<file path="config.mk">
export PLATFORM = sky130hd
export DESIGN_NAME = ahb_master_arbiter
export DESIGN_NICKNAME = d
export VERILOG_FILES = /design/src/rtl/ahb_master_arbiter.sv
export SDC_FILE = /design/constraint.sdc
export NUM_CORES = 1
export LEC_CHECK = 0
export CAP_MARGIN = 20
export CORE_MARGIN = 5
export CORE_UTILIZATION = 39
export DETAILED_ROUTE_END_ITERATION = 8
export PLACE_DENSITY = 0.79
export SLEW_MARGIN = 30
export SYNTH_ARGS = -nofsm -noshare
export SYNTH_HDL_FRONTEND = slang
export SYNTH_SLANG_ARGS = --single-unit
</file>
<file path="constraint.sdc">
create_clock -name clk -period 2.4 [get_ports clk]
set_input_delay 0.48 -clock clk [delete_from_list [all_inputs] [get_ports clk]]
set_output_delay 0.48 -clock clk [all_outputs]
set_load 0.01 [all_outputs]
</file>
<file path="src/rtl/ahb_master_arbiter.sv">
// Round-robin arbiter sharing one AHB master port between two requesters.
// Issues one single-beat 32-bit NONSEQ transfer per grant, with a wait-state timeout.
module ahb_master_arbiter #(
    parameter logic [3:0] HPROT   = 4'd1,
    parameter logic [7:0] TIMEOUT = 8'd255
) (
    input  logic        clk,
    input  logic        reset,
    input  logic        req0,
    input  logic        req1,
    input  logic [31:0] addr0,
    input  logic [31:0] addr1,
    input  logic        write0,
    input  logic        write1,
    input  logic [31:0] wdata0,
    input  logic [31:0] wdata1,
    output logic [1:0]  gnt,
    output logic        ack,
    output logic        err,
    output logic [31:0] rdata,
    output logic [31:0] haddr,
    output logic [2:0]  hburst,
    output logic [3:0]  hprot,
    input  logic [31:0] hrdata,
    output logic        hready_in,
    input  logic        hready_out,
    input  logic        hresp,
    output logic [2:0]  hsize,
    output logic [1:0]  htrans,
    output logic [31:0] hwdata,
    output logic        hwrite,
    output logic        sel
);

    typedef enum logic [1:0] {
        IDLE,
        ADDR,
        DATA,
        DONE
    } state_t;

    state_t      state_q, state_d;
    logic        prio1_q, prio1_d;
    logic [7:0]  wcnt_q, wcnt_d;
    logic [1:0]  gnt_q, gnt_d;
    logic        ack_q, ack_d;
    logic        err_q, err_d;
    logic [31:0] rdata_q, rdata_d;
    logic [31:0] haddr_q, haddr_d;
    logic [2:0]  hburst_q, hburst_d;
    logic [3:0]  hprot_q, hprot_d;
    logic        hready_in_q, hready_in_d;
    logic [2:0]  hsize_q, hsize_d;
    logic [1:0]  htrans_q, htrans_d;
    logic [31:0] hwdata_q, hwdata_d;
    logic        hwrite_q, hwrite_d;
    logic        sel_q, sel_d;

    logic        pick1;
    logic        wait_cycle;

    always_comb begin
        state_d     = state_q;
        prio1_d     = prio1_q;
        wcnt_d      = wcnt_q;
        gnt_d       = gnt_q;
        ack_d       = ack_q;
        err_d       = err_q;
        rdata_d     = rdata_q;
        haddr_d     = haddr_q;
        hburst_d    = '0;
        hprot_d     = hprot_q;
        hready_in_d = hready_in_q;
        hsize_d     = hsize_q;
        htrans_d    = htrans_q;
        hwdata_d    = hwdata_q;
        hwrite_d    = hwrite_q;
        sel_d       = sel_q;
        pick1       = 1'b0;
        wait_cycle  = 1'b0;

        unique case (state_q)
            IDLE: begin
                if (hready_out && (req0 || req1)) begin
                    // prio1_q set means requester 0 won last, so requester 1 takes a tie
                    pick1       = req1 && (!req0 || prio1_q);
                    prio1_d     = !pick1;
                    gnt_d       = pick1 ? 2'b10 : 2'b01;
                    haddr_d     = pick1 ? addr1 : addr0;
                    hwrite_d    = pick1 ? write1 : write0;
                    hwdata_d    = pick1 ? wdata1 : wdata0;
                    htrans_d    = 2'b10;
                    hsize_d     = 3'b010;
                    hprot_d     = HPROT;
                    sel_d       = 1'b1;
                    hready_in_d = 1'b1;
                    wcnt_d      = '0;
                    state_d     = ADDR;
                end
            end
            ADDR: begin
                if (hready_out) begin
                    htrans_d = '0;
                    state_d  = DATA;
                end else begin
                    wait_cycle = 1'b1;
                end
            end
            DATA: begin
                if (hready_out) begin
                    if (!hwrite_q) begin
                        rdata_d = hrdata;
                    end
                    err_d    = hresp;
                    sel_d    = 1'b0;
                    hprot_d  = '0;
                    hwrite_d = 1'b0;
                    hwdata_d = '0;
                    haddr_d  = '0;
                    hsize_d  = '0;
                    ack_d    = 1'b1;
                    state_d  = DONE;
                end else begin
                    wait_cycle = 1'b1;
                end
            end
            DONE: begin
                ack_d       = 1'b0;
                err_d       = 1'b0;
                gnt_d       = '0;
                hready_in_d = 1'b0;
                state_d     = IDLE;
            end
            default: state_d = IDLE;
        endcase

        // Abort on the wait cycle that brings the count to TIMEOUT, so it never wraps
        if (wait_cycle) begin
            wcnt_d = wcnt_q + 8'd1;
            if (wcnt_d == TIMEOUT) begin
                haddr_d     = '0;
                hprot_d     = '0;
                hready_in_d = 1'b0;
                hsize_d     = '0;
                htrans_d    = '0;
                hwdata_d    = '0;
                hwrite_d    = 1'b0;
                sel_d       = 1'b0;
                err_d       = 1'b1;
                ack_d       = 1'b1;
                state_d     = DONE;
            end
        end
    end

    always_ff @(posedge clk) begin
        if (!reset) begin
            state_q     <= IDLE;
            prio1_q     <= 1'b0;
            wcnt_q      <= '0;
            gnt_q       <= '0;
            ack_q       <= 1'b0;
            err_q       <= 1'b0;
            rdata_q     <= '0;
            haddr_q     <= '0;
            hburst_q    <= '0;
            hprot_q     <= '0;
            hready_in_q <= 1'b0;
            hsize_q     <= '0;
            htrans_q    <= '0;
            hwdata_q    <= '0;
            hwrite_q    <= 1'b0;
            sel_q       <= 1'b0;
        end else begin
            state_q     <= state_d;
            prio1_q     <= prio1_d;
            wcnt_q      <= wcnt_d;
            gnt_q       <= gnt_d;
            ack_q       <= ack_d;
            err_q       <= err_d;
            rdata_q     <= rdata_d;
            haddr_q     <= haddr_d;
            hburst_q    <= hburst_d;
            hprot_q     <= hprot_d;
            hready_in_q <= hready_in_d;
            hsize_q     <= hsize_d;
            htrans_q    <= htrans_d;
            hwdata_q    <= hwdata_d;
            hwrite_q    <= hwrite_d;
            sel_q       <= sel_d;
        end
    end

    assign gnt       = gnt_q;
    assign ack       = ack_q;
    assign err       = err_q;
    assign rdata     = rdata_q;
    assign haddr     = haddr_q;
    assign hburst    = hburst_q;
    assign hprot     = hprot_q;
    assign hready_in = hready_in_q;
    assign hsize     = hsize_q;
    assign htrans    = htrans_q;
    assign hwdata    = hwdata_q;
    assign hwrite    = hwrite_q;
    assign sel       = sel_q;

endmodule

</file>
---- Word-level counts from Yosys, hierarchy flattened ----
Index checks and enable logic that the tools add are counted.
storage, ports and cells
  input bits .............................. 168
  register bits ........................... 123
  word-level logic and storage cells ...... 101
operators by class
  add/subtract/negate cells ............... 1
  bitwise logic cells ..................... 1
  eq/ne operators ......................... 5
  reduce and logical (&&, ||, !) cells .... 15
  multiplexer cells ....................... 64
operators with widths
  cell                 count
  $mux 32              10
  $pmux 32 s2          2
  $mux 8               3
  $mux 2               11
  $mux 1               20
  $mux 4               4
  $mux 3               4
  $pmux 1 s2           5
  $add 8x1->8 const B  1
  $eq 8x8->1 const B   1
  $pmux 2 s2           2
  $pmux 2 s4           1
  $pmux 4 s2           1
  $pmux 3 s2           1
  $reduce_and 2->1     3
  $reduce_bool 2->1    3
  $eq 2x2->1 const B   2
  $reduce_and 3->1     1
  $eq 2x1->1 const B   1
  $logic_and 1x1->1    2
  $logic_not 1->1      2
  $logic_not 2->1      1
  $logic_or 1x1->1     2
  $ne 2x2->1 const B   1
  2 further kinds      2

---- Logic depth before layout (Yosys ltp) ----
Gate-level depths: netlist of the first run.
  depth after elaboration ................. 8
  depth in mapped cells ................... 9
  mapped depth without buffers ............ 6

---- Worst setup path after synthesis of the first run ----
Ideal clock, no wire load.
  kind .................................... register to register
  start ................................... register wcnt_q[0]
  end ..................................... register haddr_q[21] (netlist: haddr[21])
  buffers on the path ..................... 4
  required time ........................... 2.263 ns
  setup slack ............................. 0.364 ns
  arrival time ............................ 1.899 ns
  library setup time ...................... 0.137 ns
  cell stages (with the launch flop) ...... 10
  cells stage by stage .................... dfxtp_1 -> ha_1 -> buf_2 -> nand4bb_1 -> o22ai_1 -> or2_2 -> clkbuf_1 -> clkbuf_1 -> clkbuf_1 -> a211oi_1
between the ends
  cells in the longest elaborated chain, start to end .. 4
ends and longest elaborated chain
  item                      line  text
  start: declaration        44    logic [7:0] wcnt_q, wcnt_d;
  start signal: assignment  177   wcnt_q <= wcnt_d;
  $add 8x1->8               139   wcnt_d = wcnt_q + 8'd1;
  $eq 8x8->1                140   if (wcnt_d == TIMEOUT) begin
  $mux 32                   140
  $mux 32                   138   if (wait_cycle) begin
  end signal: assignment    182   haddr_q <= haddr_d;
  end: declaration          49    logic [31:0] haddr_q, haddr_d;
No other way between the ends.
A chain may end at the register's enable or synchronous reset.

---- Worst setup path in the final report of the first run ----
  start ................................... register wcnt_q[0]
  end ..................................... register hsize_q[1] (netlist: hsize[1])
between the ends
  cells in the longest elaborated chain, start to end .. 4
ends and longest elaborated chain
  item                    line  text
  $add 8x1->8             139
  $eq 8x8->1              140
  $mux 3                  140
  $mux 3                  138
  end signal: assignment  186   hsize_q <= hsize_d;
  end: declaration        53    logic [2:0] hsize_q, hsize_d;
No other way between the ends.

==> impl_metrics.env, run 1 <==
export IMPL_status="complete, no violations"
export IMPL_maxCapViolations=0
export IMPL_design_area_mm2=0.00879
export IMPL_clock_path_buffers=2
export IMPL_place_area_mm2=0.00812
export IMPL_layout_min_cycle_time_ns=2.22
export IMPL_post_place_cells=951
export IMPL_dr_first_iter_drc_count=627
export IMPL_fp_dieH_um=125
export IMPL_finalHoldViolCount=0
export IMPL_cp_arrival_ns=2.47
export IMPL_synth_edff_count=0
export IMPL_cp_top_family="compound AO/OA/AOI/OAI gates"
export IMPL_cts_sinks=123
export IMPL_synth_cell_type_count=50
export IMPL_p_leak_uw=0.00302
export IMPL_wl_met2_um=9280
export IMPL_powerDensity_mw_per_mm2=700
export IMPL_insertedDiodeCount=0
export IMPL_fmax_mhz=450
export IMPL_cts_buffers=17
export IMPL_crit_path_end_kind="flip-flop"
export IMPL_synthToLayoutAreaGrowth_pct=71.9
export IMPL_io_buffer_count=279
export IMPL_wl_met1_um=7510
export IMPL_clock_root_buffer="clkbuf_16"
export IMPL_final_cell_mix="clkdlybuf4s50_1, dfxtp_1, nand2_1"
export IMPL_synthCells=544
export IMPL_drc=0
export IMPL_via_count=5556
export IMPL_async_reset_ff_frac=0
export IMPL_finalNetCount=972
export IMPL_overflow=0
export IMPL_routed_wirelength_um=19200
export IMPL_slew_headroom=0.526
export IMPL_setup_tns_ns=0
export IMPL_antenna_found_initial=0
export IMPL_synthFlopType="dfxtp_1"
export IMPL_met3_length_um=1930
export IMPL_postCtsSetupRepairBufs=0
export IMPL_postCtsHoldBufs=0
export IMPL_setup_ws_ns=0.177
export IMPL_syn_area_per_cell_um2=9.40
export IMPL_grt_first_pass_wirelength_um=30300
export IMPL_first_global_vias=5592
export IMPL_drive_gt1_frac=0.0801
export IMPL_vias_per_cell=5.65
export IMPL_hold_class="reg -> reg"
export IMPL_ys_warn_count=0
export IMPL_core_area_mm2=0.0127
export IMPL_ios=283
export IMPL_fillers=986
export IMPL_gp_congestion=0.858
export IMPL_start_util=0.402
export IMPL_cpMaxStageDelayCell="dfxtp_1"
export IMPL_cp_slowest_stage_delay_ns=0.46
export IMPL_detail_route_antenna_nets=0
export IMPL_grt_max_degree=50
export IMPL_synth_seq_cells=123
export IMPL_skew_ns=0.00624
export IMPL_synth_yosys_seq_area_share=0.481
export IMPL_firstDrtPassIters=8
export IMPL_post_route_period_util=0.926
export IMPL_rsz0062_at_grt="no"
export IMPL_die_area_mm2=0.0155
export IMPL_worstPathRequired_ns=2.65
export IMPL_worstPathCellList="ha_1, xor2_1, nand3_1, a2111oi_4, buf_12, a221oi_1"
export IMPL_dp_hpwl_um=14000
export IMPL_fp_dieW_um=125
export IMPL_htree_levels=4
export IMPL_grtUsageTotal=0.240
export IMPL_worstSetupPathType="reg -> reg"
export IMPL_vdd_drop_max_uv=448
export IMPL_finalNonFillerCells=983
export IMPL_pre_cts_ws_ns=0.0117
export IMPL_dr_max_layer_used="met4"
export IMPL_final_max_slew_viol_count=0
export IMPL_syn_cell_area_mm2=0.00512
export IMPL_final_common_cell="clkdlybuf4s50_1"
export IMPL_cp_num_buf_inv=1
export IMPL_rows=41
export IMPL_clk_pin_slew_ns=0.06
export IMPL_clk_latency_ns=0.41
export IMPL_cp_start_kind="flip-flop"
export IMPL_critPathMaxFanout=47
export IMPL_tritoncts="built"
export IMPL_wl_per_cell_um=19.5
export IMPL_tightestPinTransition_ns=0.708
export IMPL_setup_viol=0
repair_timing:
action,in CTS,in global routing
hold endpoints to repair,0,0
setup endpoints to repair,0,26
resized for setup,0,1
tightest hold or removal path: stages, from the launching register on:
cell and delay [ns]:
dfxtp_1 0.31, nand2_1 0.05, a21oi_1 0.05
Yosys cell counts, drive strengths merged (2+ instances only):
master | instances | area (µm²)
a21oi | 50 | 250
a311oi | 2 | 17.5
buf | 23 | 149
dfxtp | 123 | 2460
a221oi | 3 | 26.3
ha | 6 | 75.1
nand2b | 4 | 25.0
or2 | 3 | 18.8
xor2 | 2 | 17.5
o21ai | 11 | 55.1
a211oi | 66 | 495
nor3 | 2 | 10.0
a222oi | 65 | 651
nand3 | 14 | 75.1
inv | 7 | 26.3
nor2 | 15 | 56.3
nor2b | 2 | 12.5
or3 | 2 | 12.5
a22oi | 3 | 22.5
nand2 | 69 | 259
clkbuf | 44 | 165
o22ai | 3 | 18.8
o211ai | 2 | 15.0
logic make-up (layout without fill, tap and decap cells):
group / count (synthesis) / after routing / synth area share
AO/OA/AOI/OAI: 217 / 217 / 0.327
flip-flops: 123 / 123 / 0.481
AND/OR/NAND/NOR: 119 / 119 / 0.104
buffers and inverters: 75 / 340 / 0.0673
adder cells (fa/ha/maj): 6 / 6 / 0.0147
XOR/XNOR: 2 / 2 / 0.00342
other: 1 / 3 / 0.000733
multiplexers: 1 / 1 / 0.00220
report_power, final:
part / leakage [µW] / internal, µW / switching [µW] / total, µW
logic: 0.00169 / 623 / 444 / 1070
registers: 0.00100 / 2160 / 71.2 / 2230
clock network: 0.000325 / 1950 / 906 / 2850
total: 0.00302 / 4730 / 1420 / 6150
path summary, 6_finish.rpt:
| path | start | end | slack (ns) | cells past startpoint |
|---|---|---|---|---|
| worst min register to register | rdata[3] | rdata[3] | 0.45 | 2 |
| worst min-delay path | rdata[3] | rdata[3] | 0.45 | 2 |
| worst max register to register | wcnt_q[0] | hsize[1] | 0.18 | 6 |
| worst max-delay path | wcnt_q[0] | hsize[1] | 0.18 | 6 |
registers in the layout (all words and copies together), names as in the netlist, 2 cells and up:
register  flops
wcnt_q        8
htrans        2
hprot         4
rdata        32
hsize         3
hwdata       32
gnt           2
haddr        32
state_q       2
metal layers:
layer,GRT usage,up-vias
met5,0,-
met3,0.0943,33
met1,0.273,2587
met2,0.405,300
met4,0.0941,0
li1,-,2636
cell type report:
class / instances / area (µm²) / share of cell area
timing repair buffer: 300 / 3070 / 0.349
tap: 172 / 215 / 0.0245
multi-input combinational: 348 / 2350 / 0.267
inverter: 8 / 31.3 / 0.00356
clock buffer: 21 / 480 / 0.0546
sequential: 123 / 2460 / 0.280
clock inverter: 11 / 189 / 0.0215
through the flow:
step / hold slack (ns) / utilization / power [µW]
after detailed placement: 0.442 / 0.638 / 3330
after global routing: 0.469 / 0.691 / 6390
final: 0.452 / 0.691 / 6150
after global placement: 0.433 / 0.638 / 3310
after CTS: 0.453 / 0.691 / 6210
after floorplan: 0.469 / - / 2690
Note: power is estimated with default switching activity, not from simulation.
==> run 2: changes to the inputs <==
--- a/config.mk
+++ b/config.mk
@@ -9,6 +9,7 @@
 export CORE_MARGIN = 5
 export CORE_UTILIZATION = 39
 export DETAILED_ROUTE_END_ITERATION = 8
+export GPL_ROUTABILITY_DRIVEN = 0
 export PLACE_DENSITY = 0.79
 export SLEW_MARGIN = 30
 export SYNTH_ARGS = -nofsm -noshare
==> results of run 2 <==
No change in the layout: final DEF, timing and power equal those of run 1.
==> run 3: changes to the inputs <==
--- a/config.mk
+++ b/config.mk
@@ -8,6 +8,7 @@
 export CAP_MARGIN = 20
 export CORE_MARGIN = 5
 export CORE_UTILIZATION = 39
+export CTS_CLUSTER_DIAMETER = 80
 export DETAILED_ROUTE_END_ITERATION = 8
 export GPL_ROUTABILITY_DRIVEN = 0
 export PLACE_DENSITY = 0.79
==> results of run 3 <==
No change in the layout: final DEF, timing and power equal those of run 1.
